`src/rtl/ft245_tx_drain.sv`:
```
// FT245 transmit drain: pops one byte per bus tenure from the TX fifo and
// writes it to the chip with a timed TXE#/WR# sequence on the shared bus.
//
// Handshakes: bus_req rises on entry to REQ and stays high until the write
// sequence ends. Only REQ samples bus_grant. fifo_rd_en is a single-cycle pop,
// and it is raised only when the write that consumes the byte is certain.
module ft245_tx_drain #(
  parameter logic [7:0] wr_setup_cycles    = 8'd2,
  parameter logic [7:0] wr_pulse_cycles    = 8'd3,
  parameter logic [7:0] wr_hold_cycles     = 8'd1,
  parameter logic [7:0] txe_recover_cycles = 8'd4,
  parameter int         count_width        = 16
) (
  input  logic                   clk,
  input  logic                   reset_n,
  output logic                   fifo_rd_en,
  input  logic [7:0]             fifo_rd_data,
  input  logic                   fifo_empty,
  input  logic                   ft_txe_n,
  output logic                   ft_wr_n,
  output logic [7:0]             ft_data_out,
  output logic                   ft_data_oe,
  output logic                   bus_req,
  input  logic                   bus_grant,
  output logic                   busy,
  output logic [count_width-1:0] byte_count,
  output logic [2:0]             dbg_state
);

  typedef enum logic [2:0] {
    IDLE    = 3'd0,
    REQ     = 3'd1,
    FETCH   = 3'd2,
    SETUP   = 3'd3,
    STROBE  = 3'd4,
    HOLD    = 3'd5,
    RECOVER = 3'd6
  } state_t;

  // Counter reload values: a zero parameter behaves like one cycle.
  localparam logic [7:0] SETUP_LD = (wr_setup_cycles == 8'd0) ? 8'd0 : wr_setup_cycles - 8'd1;
  localparam logic [7:0] PULSE_LD = (wr_pulse_cycles == 8'd0) ? 8'd0 : wr_pulse_cycles - 8'd1;
  localparam logic [7:0] HOLD_LD  = (wr_hold_cycles == 8'd0) ? 8'd0 : wr_hold_cycles - 8'd1;
  localparam logic [7:0] REC_LD   = (txe_recover_cycles == 8'd0) ? 8'd0 : txe_recover_cycles - 8'd1;
  localparam logic [count_width-1:0] COUNT_ONE = {{(count_width-1){1'b0}}, 1'b1};

  state_t                 state_q, state_d;
  logic [7:0]             cnt_q, cnt_d;
  logic                   txe_meta_q, txe_s_q;
  logic                   wr_n_q, oe_q, req_q, busy_q;
  logic [7:0]             data_q;
  logic [count_width-1:0] count_q;
  logic                   rd_en_d;

  always_comb begin
    state_d = state_q;
    cnt_d   = cnt_q;
    rd_en_d = 1'b0;
    case (state_q)
      IDLE: begin
        if (!fifo_empty) state_d = REQ;
      end
      REQ: begin
        if (fifo_empty) begin
          state_d = IDLE;
        end else if (bus_grant && !txe_s_q) begin
          rd_en_d = 1'b1;
          state_d = FETCH;
        end
      end
      FETCH: begin
        state_d = SETUP;
        cnt_d   = SETUP_LD;
      end
      SETUP: begin
        if (cnt_q == 8'd0) begin
          state_d = STROBE;
          cnt_d   = PULSE_LD;
        end else begin
          cnt_d = cnt_q - 8'd1;
        end
      end
      STROBE: begin
        if (cnt_q == 8'd0) begin
          state_d = HOLD;
          cnt_d   = HOLD_LD;
        end else begin
          cnt_d = cnt_q - 8'd1;
        end
      end
      HOLD: begin
        if (cnt_q == 8'd0) begin
          state_d = RECOVER;
          cnt_d   = REC_LD;
        end else begin
          cnt_d = cnt_q - 8'd1;
        end
      end
      RECOVER: begin
        // TXE# is not trusted until the recover window has elapsed.
        if (cnt_q == 8'd0) begin
          state_d = IDLE;
        end else begin
          cnt_d = cnt_q - 8'd1;
        end
      end
      default: state_d = IDLE;
    endcase
  end

  // Bus-facing outputs are decoded from state_d so they change cleanly on the edge.
  always_ff @(posedge clk or negedge reset_n) begin
    if (!reset_n) begin
      state_q    <= IDLE;
      cnt_q      <= 8'd0;
      txe_meta_q <= 1'b1;
      txe_s_q    <= 1'b1;
      wr_n_q     <= 1'b1;
      oe_q       <= 1'b0;
      req_q      <= 1'b0;
      busy_q     <= 1'b0;
      data_q     <= 8'd0;
      count_q    <= '0;
    end else begin
      state_q    <= state_d;
      cnt_q      <= cnt_d;
      txe_meta_q <= ft_txe_n;
      txe_s_q    <= txe_meta_q;
      wr_n_q     <= (state_d != STROBE);
      oe_q       <= (state_d == SETUP) || (state_d == STROBE) || (state_d == HOLD);
      req_q      <= (state_d == REQ) || (state_d == FETCH) || (state_d == SETUP) ||
                    (state_d == STROBE) || (state_d == HOLD);
      busy_q     <= (state_d != IDLE);
      if (state_q == FETCH) data_q <= fifo_rd_data;
      if ((state_q == STROBE) && (state_d == HOLD)) count_q <= count_q + COUNT_ONE;
    end
  end

  assign fifo_rd_en  = rd_en_d;
  assign ft_wr_n     = wr_n_q;
  assign ft_data_oe  = oe_q;
  assign ft_data_out = data_q;
  assign bus_req     = req_q;
  assign busy        = busy_q;
  assign byte_count  = count_q;
  assign dbg_state   = state_q;

endmodule

```
`config.mk`:
```
export PLATFORM = sky130hd
export DESIGN_NAME = ft245_tx_drain
export DESIGN_NICKNAME = d
export VERILOG_FILES = /design/src/rtl/ft245_tx_drain.sv
export SDC_FILE = /design/constraint.sdc
export NUM_CORES = 1
export LEC_CHECK = 0
export ABC_AREA = 1
export ABC_CLOCK_PERIOD_IN_PS = 1600
export CAP_MARGIN = 10
export CORE_MARGIN = 8
export CORE_UTILIZATION = 46
export CTS_CLUSTER_SIZE = 20
export DETAILED_ROUTE_END_ITERATION = 10
export GPL_ROUTABILITY_DRIVEN = 0
export HOLD_SLACK_MARGIN = 0.12
export PLACE_DENSITY = 0.84
export SYNTH_ARGS = -nofsm -noshare
export SYNTH_HDL_FRONTEND = slang
export SYNTH_SLANG_ARGS = --single-unit
export TNS_END_PERCENT = 5
```
`constraint.sdc`:
```
create_clock -name clk -period 1.6 [get_ports clk]
set_input_delay 0.32 -clock clk [delete_from_list [all_inputs] [get_ports clk]]
set_output_delay 0.32 -clock clk [all_outputs]
set_load 0.005 [all_outputs]
```
==> flow_summary.json, run 1 <==
{
  "cts.sinks": 41,
  "diodes": 0,
  "power_w": 0.00445,
  "top_level_ports": 45,
  "syn_area_mm2": 0.00219,
  "portBuffers": 44,
  "critical_path_buf_inv_count": 3,
  "setup.worst_path.start": "dbg_state[1]",
  "hold_viol_final": 0,
  "rsz0062_at_grt": "yes",
  "post_dp_cell_area_mm2": 0.00282,
  "seq_area_frac_synth": 0.470,
  "multiInputGateArea_mm2": 0.00105,
  "via_per_inst": 5.01,
  "vdd_drop_max_uv": 973,
  "setup_slack_ps": -27.8,
  "cts_tree": "done",
  "synth_top_area_cell": "dfrtp_1",
  "path_delay_family": "buffers and inverters",
  "drv_cap": 0,
  "synth-main-ff-cell": "dfrtp_1",
  "hpwlAfterDp_um": 3790,
  "reg2reg_from": "dbg_state[1]",
  "synthTopCellsByArea": "dfrtp_1, nand2_1, inv_1",
  "drive_gt1_frac": 0.190,
  "synth_edf_count": 0,
  "clock_latency_ps": 290,
  "filler_cell_count": 383,
  "reg2reg_setup_slack_ps": -30,
  "slew_violations": 0,
  "ys_async_sr_fraction": 1.00,
  "yosysTopAreaCellShare": 0.434,
  "num_vias": 2039,
  "drc": 0,
  "ys_ff_latch": 41,
  "core_area_mm2": 0.00466,
  "grt_usage": 0.140,
  "finalCritPeriodShare": 1.02,
  "dp_cells": 396,
  "crit_path_top_delay_cell": "dfrtp_1",
  "root_buffer": "clkbuf_8",
  "grt_pass1_vias": 1986,
  "max_freq_mhz": 614,
  "wl_per_cell_um": 12.5,
  "grt_max_degree": 24,
  "end_kind": "flop",
  "num_rows": 25,
  "critPathMaxFanout": 9,
  "outcome": "complete, but fails checks",
  "synth.avg_cell_area_um2": 7.72,
  "violations": "negative setup slack",
  "r2r-end": "cnt_q[0]",
  "ff_latch_area_mm2": 0.00103,
  "grt_pass1_wl_um": 8470,
  "endpoint": "cnt_q[0]",
  "setup_tns_ps": -27.8,
  "clk_pin_slew_ps": 80,
  "cts_made_buffers": 5,
  "die_h_um": 85.0,
  "cp_cell_sequence": "buf_4 -> inv_1 -> o21ai_0 -> nand2_2 -> inv_4 -> nand2_2 -> nor2_1 -> nor2_1",
  "wirelength_um": 5100,
  "design_area_mm2": 0.00301,
  "rr_worst_depth": 8,
  "setup_violations": 1,
  "max-slew-margin-rel": 0.702,
  "cts_buffer_depth": 2,
  "initial_core_util": 0.470,
  "yosys_warnings": 0,
  "synth_cell_types": 28,
  "cp.depth": 8,
  "leakage_nw": 1.46,
  "grt.overflow.total": 0,
  "hold_start": "txe_meta_q",
  "synthCells": 284,
  "syn_nets": 299,
  "hold_slack_ps": 358,
  "firstDrtPassIters": 4,
  "die_w_um": 85.0,
  "h-tree-depth": 2,
  "antenna_found_initial": 0,
  "min_period_ps": 1630,
  "p_per_area_mw_per_mm2": 1480,
  "skew_ps": 5.02,
  "stdcell_count": 407,
  "dieArea_mm2": 0.00723,
  "area_growth_pct": 37.2,
  "path_class": "flop to flop",
  "worstPathRequired_ps": 1780,
  "worst_slew_pin_slew_ps": 448,
  "nets": 367,
  "start_kind": "flop",
  "cp.arrival_ps": 1810,
  "drt-initial-drc-count": 111,
  "max_stage_delay_ps": 370,
  "final_antenna_net_count": 0,
  "min_path_type": "flop to flop"
}
cells in the mapped netlist, drive strengths merged (2+ instances only):
| cell type | number |
|---|---|
| inv | 40 |
| xor2 | 12 |
| dfstp | 3 |
| nand4 | 5 |
| nor2 | 33 |
| ha | 2 |
| dfrtp | 38 |
| nand2 | 100 |
| o21ai | 14 |
| nand3 | 22 |
| buf | 2 |
| a21oi | 4 |
| nor3 | 5 |
per-stage QoR:
step	util	setup slack [ps]
after floorplan	-	3.26
after global placement	0.605	-238
after detailed placement	0.605	-268
after CTS	0.629	-11.2
after global routing	0.645	-128
final	0.645	-27.8
routing by layer:
metal	routed length [um]	track usage	vias up
met1	2250	0.166	964
met4	82	0.0566	0
met5	0	0	-
met3	185	0.0280	8
met2	2580	0.240	49
li1	-	-	1018
what timing repair did:
| action | CTS | global route |
|---|---|---|
| gates resized for setup | 7 | 19 |
| setup buffers | 0 | 2 |
| endpoints found under the hold margin | 18 | 0 |
| hold buffers | 1 | 0 |
| cloned | 0 | 0 |
| pin swaps | 1 | 7 |
| setup endpoints to repair | 9 | 25 |
cells by family (layout without fill, tap and decap cells):
| kind of cell | count (synthesis) | after routing | share of synthesized area |
|---|---|---|---|
| compound gates | 21 | 21 | 0.0599 |
| xor+xnor | 13 | 13 | 0.0519 |
| fa+ha+maj | 2 | 2 | 0.0114 |
| buf+inv | 42 | 111 | 0.0782 |
| flops | 41 | 41 | 0.470 |
| simple gates | 165 | 165 | 0.329 |
flip-flops by register name, summed over array words and instances (netlist names):
register	flops
cnt_q	8
dbg_state	3
ft_data_oe	1
txe_meta_q	1
txe_s_q	1
busy	1
byte_count	16
ft_wr_n	1
bus_req	1
ft_data_out	8
final cells by class:
cell class | instances | area share
inverter | 40 | 0.0508
multi-input combinational | 201 | 0.350
sequential | 41 | 0.343
timing repair buffer | 63 | 0.201
clock inverter | 1 | 0.00166
clock buffer | 7 | 0.0320
tap | 54 | 0.0225
placed cells by master, fill, tap and decap left out, drive strengths merged, types with 4 or more instances in the layout:
| master | instances |
|---|---|
| inv | 40 |
| nand4 | 5 |
| buf | 19 |
| xor2 | 12 |
| a21oi | 4 |
| o21ai | 14 |
| nand3 | 22 |
| dfrtp | 38 |
| clkbuf | 8 |
| nor3 | 5 |
| nor2 | 33 |
| nand2 | 100 |
| clkdlybuf4s50 | 38 |
where the power goes:
group	leakage [nW]	switching, W	internal, W	total, W
clock	0.0542	0.000347	0.000390	0.000737
sequential	0.527	0.000184	0.00131	0.00149
combinational	0.876	0.00122	0.000992	0.00222
how the worst min path moves through the flow:
| stage | slack [ps] | cells past startpoint | to |
|---|---|---|---|
| 2_1_floorplan | 20 | 0 | bus_req |
| 3_3_place_gp | 290 | 1 | ft_data_oe |
| 3_5_place_dp | 300 | 1 | ft_data_oe |
| 4_1_cts | 360 | 0 | txe_s_q |
| 5_1_grt | 360 | 0 | txe_s_q |
| 6_report | 360 | 0 | txe_s_q |
No activity file was read; power rests on OpenSTA's default activity.
==> run 2: changes to the inputs <==
--- a/config.mk
+++ b/config.mk
@@ -9,12 +9,13 @@
 export ABC_CLOCK_PERIOD_IN_PS = 1600
 export CAP_MARGIN = 10
 export CORE_MARGIN = 8
-export CORE_UTILIZATION = 46
+export CORE_UTILIZATION = 48
+export CTS_BUF_LIST = sky130_fd_sc_hd__clkbuf_2
 export CTS_CLUSTER_SIZE = 20
 export DETAILED_ROUTE_END_ITERATION = 10
 export GPL_ROUTABILITY_DRIVEN = 0
 export HOLD_SLACK_MARGIN = 0.12
-export PLACE_DENSITY = 0.84
+export PLACE_DENSITY = 0.87
 export SYNTH_ARGS = -nofsm -noshare
 export SYNTH_HDL_FRONTEND = slang
 export SYNTH_SLANG_ARGS = --single-unit
==> flow_summary.json, run 2 (same netlist as run 1, synthesis figures left out) <==
{
  "worst_slew_pin_slew_ps": 521,
  "num_rows": 24,
  "die_h_um": 83.6,
  "nets": 368,
  "outcome": "complete, but fails checks",
  "setup_violations": 5,
  "max_stage_delay_ps": 430,
  "grt.overflow.total": 0,
  "grt_max_degree": 42,
  "area_growth_pct": 34.1,
  "dp_cells": 395,
  "skew_ps": 3.03,
  "cp.arrival_ps": 1970,
  "min_path_type": "primary input to flop",
  "hold_viol_final": 0,
  "max_freq_mhz": 617,
  "cts.sinks": 41,
  "wl_met2_um": 2840,
  "root_buffer": "clkbuf_2",
  "final_common_cell": "nand2_1",
  "grt_usage": 0.153,
  "hpwlAfterDp_um": 3900,
  "top_level_ports": 45,
  "cp_cell_sequence": "buf_6 -> inv_1 -> nand3_2 -> o21ai_0 -> nand2_1 -> o21ai_1 -> nor2_2 -> a21oi_1",
  "max-slew-margin-rel": 0.653,
  "critPathMaxFanout": 7,
  "fin_util": 0.670,
  "firstDrtPassIters": 4,
  "die_w_um": 83.6,
  "power_w": 0.00406,
  "diodes": 0,
  "drt-initial-drc-count": 122,
  "drv_cap": 0,
  "wl_per_cell_um": 13.5,
  "vdd_drop_max_uv": 1030,
  "cts_made_buffers": 5,
  "wirelength_um": 5490,
  "grt_pass1_wl_um": 9120,
  "start_kind": "flop",
  "min_period_ps": 1620,
  "clock_latency_ps": 400,
  "rsz0062_at_grt": "yes",
  "core_area_mm2": 0.00438,
  "filler_cell_count": 349,
  "largest_reg_flops": 16,
  "num_vias": 2089,
  "drc": 0,
  "grt_pass1_vias": 2157,
  "h-tree-depth": 2,
  "via_per_inst": 5.15,
  "met3_length_um": 282,
  "antenna_found_initial": 0,
  "leakage_nw": 1.53,
  "cts_tree": "done",
  "setup_slack_ps": -21.4,
  "worstPathRequired_ps": 1950,
  "dieArea_mm2": 0.00699,
  "p_per_area_mw_per_mm2": 1380,
  "stdcell_count": 406,
  "end_kind": "flop",
  "violations": "negative setup slack",
  "finalCritPeriodShare": 1.01,
  "cts_buffer_depth": 2,
  "top_layer_used": "met4",
  "path_class": "flop to flop",
  "initial_core_util": 0.500,
  "drive_gt1_frac": 0.195,
  "final_cell_mix": "nand2_1, dfrtp_1, inv_1, dlygate4sd2_1, nor2_1",
  "slew_violations": 0,
  "dp_slack_ps": -259,
  "wl_met1_um": 2230,
  "crit_path_top_delay_cell": "dfrtp_1",
  "final_antenna_net_count": 0,
  "portBuffers": 44,
  "clk_pin_slew_ps": 190
}
run 2: repair_timing:
action	in CTS	in global routing
buffers inserted	2	0
setup endpoints to repair	44	27
hold buffers	1	0
pin swaps	3	8
gates resized for setup	39	24
endpoints found under the hold margin	38	0
run 2: cell type report:
cell class              instances  area [um2]  share of cell area
multi-input cells             201        1080               0.367
flip-flops and latches         41        1030               0.351
repair buffers                 64         574               0.195
inverters                      40         153              0.0519
well taps                      52        65.1              0.0221
clock buffers                   5        25.0             0.00851
clock inverters                 3        12.5             0.00426
run 2: per-stage QoR:
stage                     TNS [ps]  hold slack [ps]  cell area, um2
after floorplan                  0             24.4            2190
after global placement        -233              346            2810
after detailed placement      -307              348            2810
after CTS                     -138              276            2870
final                        -57.4              292            2940
after global routing          -789              279            2940
run 2: layer usage:
layer	up-vias	GRT usage
li1	1020	-
met1	989	0.160
met2	62	0.267
met3	18	0.0469
met4	0	0.0816
met5	-	0
run 2: final timing paths:
path	from	slack (ps)	endpoint	cells past startpoint
setup reg to reg	dbg_state[2]	-20	bus_req	8
min in group asynchronous	reset_n	470	cnt_q[4]	3
setup / recovery	dbg_state[2]	-20	bus_req	8
hold reg to reg	txe_meta_q	370	txe_s_q	0
hold / removal	ft_txe_n	290	txe_meta_q	1
max in group asynchronous	reset_n	750	byte_count[0]	3
run 2: worst max-delay path, delay by kind of cell, from the launching register on:
kind | cells | cell delay [ps]
AND/OR/NAND/NOR | 3 | 360
buffers and inverters | 2 | 320
AO/OA/AOI/OAI | 3 | 460
flip-flops | 1 | 430
run 2: power breakdown:
group          internal, W  switching (W)  total (W)  leakage, nW
logic             0.000910        0.00127    0.00218        0.973
registers          0.00130       0.000157    0.00146        0.527
clock network    0.0000956       0.000332   0.000427       0.0278
